`src/rtl/vga_timing_gen.sv`:
```
// vga_timing_gen: pixel-clock enable, 640x480@60 sync timing and pixel coords.
// Ports: clk, rst (async, active-high); pix_ce; h_cnt/v_cnt raw counters;
// de, pix_x, pix_y undelayed; line_start, frame_start; hsync, vsync, de_d
// delayed PIPE_DLY pixel ticks. Define VGA_TESTPAT_EN to add testpat_en
// input and tp_rgb colour-bar output (aligned with de_d).
module vga_timing_gen #(
  parameter int CLK_DIV  = 4,
  parameter int H_SYNC   = 96,
  parameter int H_BP     = 48,
  parameter int H_ACT    = 640,
  parameter int H_FP     = 16,
  parameter int V_SYNC   = 2,
  parameter int V_BP     = 33,
  parameter int V_ACT    = 480,
  parameter int V_FP     = 10,
  parameter int PIPE_DLY = 2
) (
  input  logic        clk,
  input  logic        rst,
`ifdef VGA_TESTPAT_EN
  input  logic        testpat_en,
  output logic [11:0] tp_rgb,
`endif
  output logic        pix_ce,
  output logic [9:0]  h_cnt,
  output logic [9:0]  v_cnt,
  output logic        de,
  output logic [9:0]  pix_x,
  output logic [9:0]  pix_y,
  output logic        line_start,
  output logic        frame_start,
  output logic        hsync,
  output logic        vsync,
  output logic        de_d
);

  localparam int H_TOTAL = H_SYNC + H_BP + H_ACT + H_FP;
  localparam int V_TOTAL = V_SYNC + V_BP + V_ACT + V_FP;

  localparam logic [3:0] DIV_MAX = 4'(CLK_DIV - 1);
  localparam logic [9:0] H_MAX = 10'(H_TOTAL - 1);
  localparam logic [9:0] V_MAX = 10'(V_TOTAL - 1);
  localparam logic [9:0] H_AS  = 10'(H_SYNC + H_BP);
  localparam logic [9:0] H_AE  = 10'(H_SYNC + H_BP + H_ACT);
  localparam logic [9:0] V_AS  = 10'(V_SYNC + V_BP);
  localparam logic [9:0] V_AE  = 10'(V_SYNC + V_BP + V_ACT);
  localparam logic [9:0] HS_W  = 10'(H_SYNC);
  localparam logic [9:0] VS_W  = 10'(V_SYNC);

`ifdef VGA_TESTPAT_EN
  localparam int DW = 15;
`else
  localparam int DW = 3;
`endif
  // Inactive delay-line word: hsync=1, vsync=1, de=0, colour 0.
  localparam logic [DW-1:0] DLY_RST = DW'(3'b110);

  logic [3:0] div_cnt;
  logic [3:0] div_nxt;
  logic [9:0] h_nxt;
  logic [9:0] v_nxt;
  logic [9:0] px_nxt;
  logic       act_nxt;
  logic       hs_u;
  logic       vs_u;
  logic [DW-1:0] und;
  logic [DW-1:0] dly_out;

  always_comb begin
    div_nxt = (div_cnt == DIV_MAX) ? 4'd0 : div_cnt + 4'd1;
  end

  // pix_ce is registered from the next divider value so it is high
  // exactly while div_cnt == CLK_DIV-1.
  always_ff @(posedge clk or posedge rst) begin
    if (rst) begin
      div_cnt <= '0;
      pix_ce  <= 1'b0;
    end else begin
      div_cnt <= div_nxt;
      pix_ce  <= (div_nxt == DIV_MAX);
    end
  end

  // Decode is done on the next counter values so every registered
  // output describes the counters loaded at the same edge.
  always_comb begin
    h_nxt = (h_cnt == H_MAX) ? 10'd0 : h_cnt + 10'd1;
    v_nxt = v_cnt;
    if (h_cnt == H_MAX) begin
      v_nxt = (v_cnt == V_MAX) ? 10'd0 : v_cnt + 10'd1;
    end
    act_nxt = (h_nxt >= H_AS) && (h_nxt < H_AE) &&
              (v_nxt >= V_AS) && (v_nxt < V_AE);
    px_nxt = h_nxt - H_AS;
  end

  always_ff @(posedge clk or posedge rst) begin
    if (rst) begin
      h_cnt       <= '0;
      v_cnt       <= '0;
      de          <= 1'b0;
      pix_x       <= '0;
      pix_y       <= '0;
      line_start  <= 1'b0;
      frame_start <= 1'b0;
      hs_u        <= 1'b1;
      vs_u        <= 1'b1;
    end else if (pix_ce) begin
      h_cnt       <= h_nxt;
      v_cnt       <= v_nxt;
      de          <= act_nxt;
      pix_x       <= act_nxt ? px_nxt : 10'd0;
      pix_y       <= act_nxt ? v_nxt - V_AS : 10'd0;
      line_start  <= (h_nxt == 10'd0);
      frame_start <= (h_nxt == 10'd0) && (v_nxt == 10'd0);
      hs_u        <= !(h_nxt < HS_W);
      vs_u        <= !(v_nxt < VS_W);
    end
  end

`ifdef VGA_TESTPAT_EN
  logic [11:0] tp_u;
  logic [11:0] bar;

  always_comb begin
    bar = 12'h000;
    unique case (px_nxt[9:7])
      3'd0: bar = 12'hFFF;
      3'd1: bar = 12'hFF0;
      3'd2: bar = 12'h0FF;
      3'd3: bar = 12'h0F0;
      3'd4: bar = 12'hF0F;
      3'd5: bar = 12'hF00;
      3'd6: bar = 12'h00F;
      3'd7: bar = 12'h000;
    endcase
  end

  always_ff @(posedge clk or posedge rst) begin
    if (rst) begin
      tp_u <= '0;
    end else if (pix_ce) begin
      tp_u <= (act_nxt && px_nxt < 10'd640) ? bar : 12'h000;
    end
  end

  assign und = {tp_u, hs_u, vs_u, de};
`else
  assign und = {hs_u, vs_u, de};
`endif

  generate
    if (PIPE_DLY == 0) begin : g_nodly
      assign dly_out = und;
    end else begin : g_dly
      logic [DW-1:0] sr [PIPE_DLY];
      always_ff @(posedge clk or posedge rst) begin
        if (rst) begin
          for (int i = 0; i < PIPE_DLY; i++) begin
            sr[i] <= DLY_RST;
          end
        end else if (pix_ce) begin
          sr[0] <= und;
          for (int i = 1; i < PIPE_DLY; i++) begin
            sr[i] <= sr[i-1];
          end
        end
      end
      assign dly_out = sr[PIPE_DLY-1];
    end
  endgenerate

  assign hsync = dly_out[2];
  assign vsync = dly_out[1];
  assign de_d  = dly_out[0];

`ifdef VGA_TESTPAT_EN
  assign tp_rgb = (testpat_en && de_d) ? dly_out[14:3] : 12'h000;
`endif

endmodule

```
`config.mk`:
```
export PLATFORM = sky130hd
export DESIGN_NAME = vga_timing_gen
export DESIGN_NICKNAME = d
export VERILOG_FILES = /design/src/rtl/vga_timing_gen.sv
export SDC_FILE = /design/constraint.sdc
export NUM_CORES = 1
export LEC_CHECK = 0
export BUFFER_PORTS_ARGS = -buffer_cell sky130_fd_sc_hd__buf_2
export CAP_MARGIN = 20
export CORE_MARGIN = 2
export CORE_UTILIZATION = 62
export CTS_CLUSTER_SIZE = 8
export DETAILED_ROUTE_END_ITERATION = 16
export GPL_ROUTABILITY_DRIVEN = 0
export GPL_TIMING_DRIVEN = 1
export PLACE_DENSITY = 0.83
export SLEW_MARGIN = 20
export SYNTH_ARGS = -nofsm -noshare
export SYNTH_HDL_FRONTEND = slang
export SYNTH_SLANG_ARGS = --single-unit
```
`constraint.sdc`:
```
create_clock -name clk -period 8.5 [get_ports clk]
set_input_delay 1.7 -clock clk [delete_from_list [all_inputs] [get_ports clk]]
set_output_delay 1.7 -clock clk [all_outputs]
set_load 0.01 [all_outputs]
```
; ---- Word level (Yosys, flattened, before mapping)
; Index checks and enable logic that the tools add are counted.
[op_classes]
n_addsub = 5
n_mux = 6
reduce_logical = 8
n_lt_le_gt_ge = 6
n_eq_ne = 4
[ops]
columns = op, n
row1 = $mux 10, 5
row2 = $add 10x1->10 const B, 2
row3 = $eq 10x10->1 const B, 2
row4 = $logic_not 10->1, 2
row5 = $lt 10x10->1 const B, 2
row6 = $ge 10x6->1 const B, 1
row7 = $ge 10x8->1 const B, 1
row8 = $lt 10x2->1 const B, 1
row9 = $lt 10x7->1 const B, 1
row10 = $sub 10x6->10 const B, 1
row11 = $sub 10x8->10 const B, 1
row12 = $eq 4x2->1 const B, 2
row13 = $add 4x1->4 const B, 1
row14 = $logic_and 1x1->1, 4
row15 = $mux 4, 1
row16 = $logic_not 1->1, 2
[word_totals]
out_inout_bits = 47
elab_cells = 42
reg_bits = 56

; ---- Longest topological paths before layout
; Gate-level depths: netlist of run 1.
[depth]
depth_word = 7
ltp_mapped = 15

; ---- Worst setup path before layout of run 1
; No wires, ideal clock.
[synth_timing]
path_kind = reg-to-reg
start = register h_cnt[0]
end = register pix_x[2]
setup_time_ps = 96
path_stages_with_launch = 16
required_ps = 8404
synth_period_minus_slack_ps = 3074
arrival_time_ps = 2978
path_slack_ps = 5426
path_cell_list = dfrtp_1 > ha_1 > buf_4 > nand4_4 > nor3_1 > clkbuf_1 > and3_1 > a21oi_1 > inv_1 > ha_1 > inv_1 > o211ai_1 > a21boi_1 > mux2_4 > buf_6 > o32ai_2
[synth_between]
word_cells_on_any_way = 13
classes_between = add/sub (2) / order compare (4) / eq/ne (1) / mux (3) / reduce/logical (3)
[synth_lines]
columns = element, line
row1 = start: declaration, 25  ; output logic [9:0] h_cnt,
row2 = start signal: assignment, 110  ; h_cnt <= h_nxt;
row3 = $eq 10x10->1 *, 90  ; if (h_cnt == H_MAX) begin
row4 = $mux 10 *, 90
row5 = net v_nxt[1], 61  ; logic [9:0] v_nxt;
row6 = $ge 10x6->1, 94  ; (v_nxt >= V_AS) && (v_nxt < V_AE);
row7 = $logic_and 1x1->1, 93  ; act_nxt = (h_nxt >= H_AS) && (h_nxt < H_AE) &&
row8 = $logic_and 1x1->1 *, 94
row9 = $mux 10 *, 113  ; pix_x <= act_nxt ? px_nxt : 10'd0;
row10 = end signal: assignment, 113
row11 = end: declaration, 28  ; output logic [9:0] pix_x,
; Mark *: on every way through the listed nets, which the timed path passes. The rest lies on a longest branch.
; A chain may end at the register's enable or synchronous reset.

; ---- Worst setup path in the final report of run 1
[layout_timing]
start = register h_cnt[0]
end = register pix_y[7]
[layout_between]
word_cells_on_any_way = 13
classes_between = add/sub (2) / order compare (4) / eq/ne (1) / mux (3) / reduce/logical (3)
[layout_lines]
columns = element, line
row1 = $eq 10x10->1 *, 90
row2 = $mux 10 *, 90
row3 = net v_nxt[0], 61
row4 = $ge 10x6->1, 94
row5 = $logic_and 1x1->1, 93
row6 = $logic_and 1x1->1, 94
row7 = $mux 10 *, 114  ; pix_y <= act_nxt ? v_nxt - V_AS : 10'd0;
row8 = end signal: assignment, 114
row9 = end: declaration, 29  ; output logic [9:0] pix_y,
; Marked as above.

==> run_results.csv, run 1 <==
group,metric,value,unit
sta,tightest_slew,0.750,ns
clock_tree,cts-buffers-inserted,5,
sta,period_needed,3.72,ns
logic_synthesis,synthSimpleGateAreaFrac,0.164,
worst_setup_path,rr_endpoint,"pix_y[7]$_DFFE_PP0P_",
floorplan,ios,49,
clock_tree,cts_sinks,56,
worst_setup_path,criticalPathCategory,"reg -> reg",
logic_synthesis,synth_edf_count,0,
detailed_routing,drtPass1Iterations,5,
sta,setup_viol,0,
detailed_routing,wl,7870,um
worst_setup_path,rr_worst_depth,13,
floorplan,die_x,79.2,um
logic_synthesis,synth_top_family_by_area,"compound AO/OA/AOI/OAI gates",
worst_setup_path,crit_required,8.73,ns
sta,maxSlewViolCount,0,
floorplan,start_util,0.640,
logic_synthesis,synthCells,355,
sta,finClkSkew,0.0116,ns
logic_synthesis,synth_adder_area_share,0.0357,
clock_tree,cts_tree,"done",
worst_setup_path,critPathBufInv,3,
sta,setup_tns,0,ns
worst_hold_path,hold_path_class,"reg -> reg",
worst_setup_path,critPathCaptureType,"register",
worst_hold_path,min_from,"div_cnt[0]$_DFF_PP0_",
logic_synthesis,postSynth.asyncResetShare,1.00,
logic_synthesis,ys.flop_type,"dfrtp_1",
sta,rsz0062_at_grt,"no",
detailed_routing,detail_route.wl_per_cell,17.0,um
logic_synthesis,yosys.cell_types.count,59,
clock_tree,hold_buffers,0,
worst_setup_path,rrSetupSlack,4.78,ns
detailed_routing,ant_nets,0,
logic_synthesis,yosys_warnings,0,
detailed_routing,drc,0,
floorplan,core-area,5470,um2
clock_tree,clkTransAtPathRegs,0.11,ns
logic_synthesis,synth_compound_area_frac,0.232,
sta,relSlewSlack,0.495,
global_routing,grt_max_degree,60,
worst_setup_path,crit_slowest_cell,"dfrtp_1",
clock_tree,clk_latency,0.32,ns
logic_synthesis,synth-xor-area-share,0.0525,
detailed_routing,drtIter0Drc,416,
worst_hold_path,hold_depth,1,
floorplan,rows,27,
floorplan,dieArea,6270,um2
logic_synthesis,ys_seq_elements,56,
logic_synthesis,syn-mean-instance-area,9.87,um2
floorplan,fp.dieH,79.2,um
detailed_routing,vias,2879,
sta,clock.fmax,269,MHz
placed_design,dp_hpwl,5460,um
clock_tree,cts_htree_levels,2,
worst_setup_path,crit_path_cell_trace,"ha_1 -> nand4_4 -> nor3_1 -> buf_4 -> nand2_1 -> o21a_1 -> inv_1 -> ha_1 -> inv_1 -> o211ai_1 -> a21boi_1 -> mux2_4 -> o41ai_2",
worst_setup_path,max_stage_delay,0.55,ns
logic_synthesis,synth_mux_area_frac,0.0353,
sta,finalCritPeriodShare,0.437,
outcome,outcome,"finished clean",
layout,antennaDiodeCount,0,
worst_setup_path,critPathArrivalTime,3.94,ns
global_routing,grt_first_pass_wirelength,13000,um
global_routing,grt-ovfl-total,0,
global_routing,grt_pass1_vias,2612,
logic_synthesis,syn-num-nets,367,
clock_tree,cts_buffer_depth,2,
worst_hold_path,hold_path_end,"div_cnt[0]$_DFF_PP0_",
layout,post_route_cells_drive_above_1_share,0.278,
clock_tree,ctsResizeCount,0,
worst_setup_path,reg2reg_from,"h_cnt[0]$_DFFE_PP0P_",
detailed_routing,vias_per_cell,6.20,
placed_design,portBuffers,48,
worst_setup_path,critPathTopFamily,"compound AO/OA/AOI/OAI gates",
worst_setup_path,cp-startpoint,"h_cnt[0]$_DFFE_PP0P_",
layout,nNetsFinal,403,
power_and_ir_drop,power_density,112,nW/um2
layout,area_growth,9.57,%
worst_setup_path,cp-start-kind,"register",
sta,finalHoldViolCount,0,
logic_synthesis,ys_seq_area_frac,0.402,
power_and_ir_drop,ir_drop,0.0000959,V
logic_synthesis,synth_area,3500,um2
clock_tree,clockRootBuffer,"clkbuf_8",
power_and_ir_drop,p_leak,1.70,nW
clock_tree,postCtsSetupBuffers,0,
worst_setup_path,critPathMaxFanout,21,
sta,whs,0.490,ns
job,drv_cap,0,
global_routing,antenna_found_initial,0,
global_routing,grt_usage,0.261,
synth_stat cells, types with 3 or more instances:
library cell / count / share of area
buf_4: 4 / 0.0086
nand2_1: 19 / 0.020
mux2i_1: 3 / 0.0086
nand3_1: 11 / 0.016
o31ai_1: 3 / 0.0064
and3_1: 10 / 0.018
mux2_2: 7 / 0.022
and4_1: 4 / 0.010
buf_6: 3 / 0.0096
xor2_1: 4 / 0.010
nor2_1: 19 / 0.020
buf_1: 3 / 0.0032
o21ai_0: 18 / 0.026
ha_1: 10 / 0.036
dfrtp_1: 50 / 0.36
buf_2: 4 / 0.0057
a21oi_1: 22 / 0.031
xnor2_1: 17 / 0.042
o32ai_2: 18 / 0.084
o21a_1: 4 / 0.0086
nand4_1: 8 / 0.014
dfstp_2: 6 / 0.045
a31oi_1: 4 / 0.0071
a21o_1: 3 / 0.0064
a31o_2: 3 / 0.0075
o2bb2ai_1: 3 / 0.0075
clkbuf_1: 9 / 0.0096
nor3_1: 10 / 0.014
inv_1: 38 / 0.041
worst register-to-register path, delay by kind of cell (launching register included):
family,cells,cell delay (ns)
flops,1,0.55
simple gates,3,0.74
mux,1,0.42
buf+inv,3,0.44
compound gates,4,0.86
fa+ha+maj,2,0.60
flip-flops by register name, indices dropped and copies added (netlist names):
register / flops
dly_out: 3
pix_ce: 1
de: 1
hs_u: 1
h_cnt: 10
line_start: 1
g_dly.sr: 3
frame_start: 1
vs_u: 1
pix_y: 10
div_cnt: 4
pix_x: 10
v_cnt: 10
how the worst max path moves through the flow:
stage	cells after the start	slack [ns]	endpoint
2_1_floorplan	15	5.43	pix_x[2]$_DFFE_PP0P_
3_3_place_gp	13	5.10	pix_y[7]$_DFFE_PP0P_
3_5_place_dp	13	4.90	pix_y[7]$_DFFE_PP0P_
4_1_cts	13	4.85	pix_y[7]$_DFFE_PP0P_
5_1_grt	13	4.52	pix_y[7]$_DFFE_PP0P_
6_report	13	4.78	pix_y[7]$_DFFE_PP0P_
cells by family (layout without fill, tap and decap cells):
logic type                 after synthesis  after routing
buffers and inverters                   62             99
muxes                                   11             11
DFF                                     56             56
adders and majority gates               10             10
and+or+nand+nor                        100            100
AOI/OAI and AO/OA                       95             95
xor gates and xnor gates                21             21
final cells by class:
class	instances	area, um2
Clock buffer	6	82.6
Fill cell	431	1630
Tap cell	72	90.1
Multi-Input combinational cell	237	1830
Inverter	39	146
Timing Repair Buffer	52	270
Clock inverter	2	13.8
Sequential cell	56	1410
cell usage in the layout (no fill, tap or decap), types with 6 or more instances in the layout:
cell type	instances
nor2_1	19
nor3_1	10
a21oi_1	22
nand3_1	11
clkbuf_8	6
mux2_2	7
o21ai_0	18
inv_1	37
ha_1	10
nand4_1	8
buf_2	48
dfstp_2	6
o32ai_2	18
nand2_1	19
dfrtp_1	49
xnor2_1	17
and3_1	10
per-stage QoR:
stage	util	total power [W]	cell area [um2]	worst slack [ns]	instances
finish	0.702	0.000432	3840	4.78	464
global route	0.702	0.000444	3840	4.52	464
CTS	0.702	0.000435	3840	4.85	464
detailed placement	0.684	0.000277	3740	4.90	456
global placement	0.684	0.000277	3740	5.10	456
floorplan	-	0.000275	3500	5.43	355
metal layers:
layer | up-vias | part of all wire | GRT usage
li1 | 1342 | - | -
met1 | 1405 | 0.46 | 0.385
met3 | 12 | 0.059 | 0.0432
met2 | 120 | 0.47 | 0.401
met5 | - | 0 | 0
met4 | 0 | 0.012 | 0.0690
where the power goes:
part           switching (W)  leakage (nW)  internal (W)
Sequential                 0         0.745      0.000266
Combinational     0.00000508         0.906   0.000000509
Clock              0.0000928        0.0516     0.0000670
Power figures use the tool's default switching activity.
==> run 2: changes to the inputs <==
Settings changed: ABC_AREA set to 1, CORE_UTILIZATION 62 to 52, PLACE_DENSITY 0.83 to 0.74.
Clock period 8.5 ns to 3.4 ns, I/O delays scaled along.
==> run_results.csv, run 2 <==
group,metric,value,unit
global_routing,grt_max_degree,55,
clock_tree,clkTransAtPathRegs,0.10,ns
layout,utilization,0.590,
worst_setup_path,rr_endpoint,"pix_x[9]$_DFFE_PP0P_",
job,drv_cap,0,
worst_setup_path,critPathBufInv,1,
logic_synthesis,synth_edf_count,0,
floorplan,rows,30,
worst_setup_path,critPathArrivalTime,3.24,ns
layout,final_common_cell,"nand2_1",
sta,maxSlewViolCount,0,
clock_tree,cts_tree,"done",
global_routing,grt_pass1_vias,3044,
clock_tree,hold_buffers,0,
worst_setup_path,rr_worst_depth,16,
logic_synthesis,syn-num-nets,494,
layout,seq_area,1410,um2
global_routing,grt_usage,0.225,
logic_synthesis,ys_seq_area_frac,0.396,
worst_setup_path,rrSetupSlack,0.42,ns
layout,fin_area,3970,um2
logic_synthesis,postSynth.asyncResetShare,1.00,
layout,n_fill_cell,620,
detailed_routing,vias_per_cell,5.14,
logic_synthesis,yosys-top-cells-area,"dfrtp_1 35%, nand2_1 17%, nand3_1 5.9%",
detailed_routing,detail_route.wl_per_cell,13.1,um
worst_setup_path,reg2reg_from,"h_cnt[0]$_DFFE_PP0P_",
floorplan,ios,49,
sta,period_needed,2.98,ns
worst_setup_path,critPathMaxFanout,18,
floorplan,start_util,0.529,
worst_setup_path,crit_path_cell_trace,"ha_1 -> nand2_2 -> nor2_8 -> inv_2 -> nor2_1 -> nor2_1 -> o21ai_0 -> ha_1 -> nand2_1 -> nor2_1 -> nor2_1 -> a21oi_4 -> nand2_2 -> nor2_8 -> nand3_1 -> nand2_1",
logic_synthesis,synth_common_cells,"162 x nand2_1, 54 x inv_1, 50 x dfrtp_1",
worst_setup_path,crit_slowest_cell,"dfrtp_1",
power_and_ir_drop,power_density,305,nW/um2
clock_tree,clk_latency,0.32,ns
clock_tree,cts-buffers-inserted,5,
global_routing,grt_first_pass_wirelength,13500,um
logic_synthesis,yosys_warnings,0,
sta,clock.fmax,336,MHz
power_and_ir_drop,power,0.00121,W
global_routing,grt-ovfl-total,0,
worst_hold_path,hold_path_class,"in -> async",
placed_design,dpl_cell_area,3830,um2
sta,finalCritPeriodShare,0.875,
floorplan,core-area,6720,um2
placed_design,dp_hpwl,5750,um
clock_tree,clockRootBuffer,"clkbuf_8",
sta,tightest_slew,0.938,ns
sta,setup_tns,0,ns
worst_setup_path,critPathCaptureType,"register",
layout,area_growth,11.6,%
clock_tree,cts_buffer_depth,2,
worst_setup_path,max_stage_delay,0.41,ns
clock_tree,cts_sinks,56,
layout,post_route_cells_drive_above_1_share,0.221,
detailed_routing,drtIter0Drc,175,
floorplan,dieArea,7510,um2
detailed_routing,drc,0,
logic_synthesis,yosysTopAreaCellShare,0.352,
logic_synthesis,yosysTopAreaCell,"dfrtp_1",
layout,final_cell_mix,"162 x nand2_1, 53 x inv_1, 50 x dfrtp_1, 48 x buf_2, 42 x nand3_1",
worst_setup_path,criticalPathCategory,"reg -> reg",
floorplan,fp.dieH,86.7,um
clock_tree,postCtsSetupBuffers,0,
power_and_ir_drop,ir_drop,0.000188,V
global_routing,antenna_found_initial,0,
logic_synthesis,synth_most_common_cell,"nand2_1",
logic_synthesis,syn-mean-instance-area,7.37,um2
detailed_routing,wl,7900,um
detailed_routing,vias,3107,
worst_setup_path,critPathTopFamily,"simple AND/OR/NAND/NOR gates",
detailed_routing,drtPass1Iterations,5,
placed_design,portBuffers,48,
layout,multi_input_area,1810,um2
logic_synthesis,ys.flop_type,"dfrtp_1",
worst_setup_path,timing.critical_path.mode_cell,"nor2_1",
clock_tree,cts_htree_levels,2,
logic_synthesis,synthCells,482,
power_and_ir_drop,p_leak,2.23,nW
worst_setup_path,crit_required,3.66,ns
sta,finalHoldViolCount,0,
sta,setup_viol,0,
layout,antennaDiodeCount,0,
detailed_routing,ant_nets,0,
sta,rsz0062_at_grt,"no",
logic_synthesis,synth_area,3550,um2
sta,finClkSkew,0.00554,ns
sta,relSlewSlack,0.374,
logic_synthesis,ys_seq_elements,56,
clock_tree,ctsResizeCount,0,
outcome,outcome,"finished clean",
worst_setup_path,cp-start-kind,"register",
layout,nNetsFinal,536,
logic_synthesis,yosys.cell_types.count,36,
floorplan,die_x,86.7,um
-- run 2: cell types whose count changed after synthesis, sizes merged, moves of 17 or more --
| cell | before | now |
|---|---|---|
| a21oi | 22 | 5 |
| inv | 38 | 62 |
| nand2 | 19 | 172 |
| nand3 | 11 | 55 |
| nor2 | 19 | 38 |
| o21ai | 19 | 37 |
| o32ai | 18 | 0 |
-- run 2: area by class of cell --
class                      instances  area share
sequential                        56       0.355
inverter                          63      0.0615
clock buffer                       5      0.0174
multi-input combinational        347       0.457
clock inverter                     3      0.0174
timing repair buffer              51      0.0662
tap                               80      0.0252
-- run 2: metrics by stage --
step / setup slack (ns) / hold slack [ns] / cells
after floorplan: 0.822 / 0.448 / 482
after global routing: 0.153 / 0.497 / 605
after CTS: 0.437 / 0.487 / 605
after global placement: 0.666 / 0.461 / 597
after detailed placement: 0.520 / 0.461 / 597
final: 0.424 / 0.465 / 605
-- run 2: kinds of logic (layout without fill, tap and decap cells) --
family,count (synthesis),count (layout),synth area share
buffers and inverters,79,122,0.0936
AND/OR/NAND/NOR,283,283,0.381
AO/OA/AOI/OAI,45,45,0.0718
XOR/XNOR,9,9,0.0222
adder cells (fa/ha/maj),10,10,0.0352
flip-flops,56,56,0.396
-- run 2: per-layer routing --
layer / share of wire / track usage / up-vias
met2: 0.52 / 0.399 / 46
met4: 0.011 / 0.0582 / 0
met1: 0.44 / 0.285 / 1455
li1: - / - / 1598
met5: 0 / 0 / -
met3: 0.026 / 0.0371 / 8
-- run 2: report_power, final --
part	total, W	leakage [nW]	switching (W)	internal, W
logic	0.0000146	1.42	0.0000132	0.00000140
registers	0.000666	0.746	0	0.000666
clock network	0.000527	0.0687	0.000231	0.000297
-- run 2: how the worst max path moves through the flow --
stage | slack [ns] | depth (start not counted) | startpoint | end
2_1_floorplan | 0.82 | 17 | h_cnt[1]$_DFFE_PP0P_ | pix_y[0]$_DFFE_PP0P_
3_3_place_gp | 0.67 | 16 | h_cnt[0]$_DFFE_PP0P_ | pix_x[5]$_DFFE_PP0P_
3_5_place_dp | 0.52 | 16 | h_cnt[0]$_DFFE_PP0P_ | pix_x[9]$_DFFE_PP0P_
4_1_cts | 0.44 | 16 | h_cnt[0]$_DFFE_PP0P_ | pix_x[9]$_DFFE_PP0P_
5_1_grt | 0.15 | 16 | h_cnt[1]$_DFFE_PP0P_ | pix_x[4]$_DFFE_PP0P_
6_report | 0.42 | 16 | h_cnt[0]$_DFFE_PP0P_ | pix_x[9]$_DFFE_PP0P_
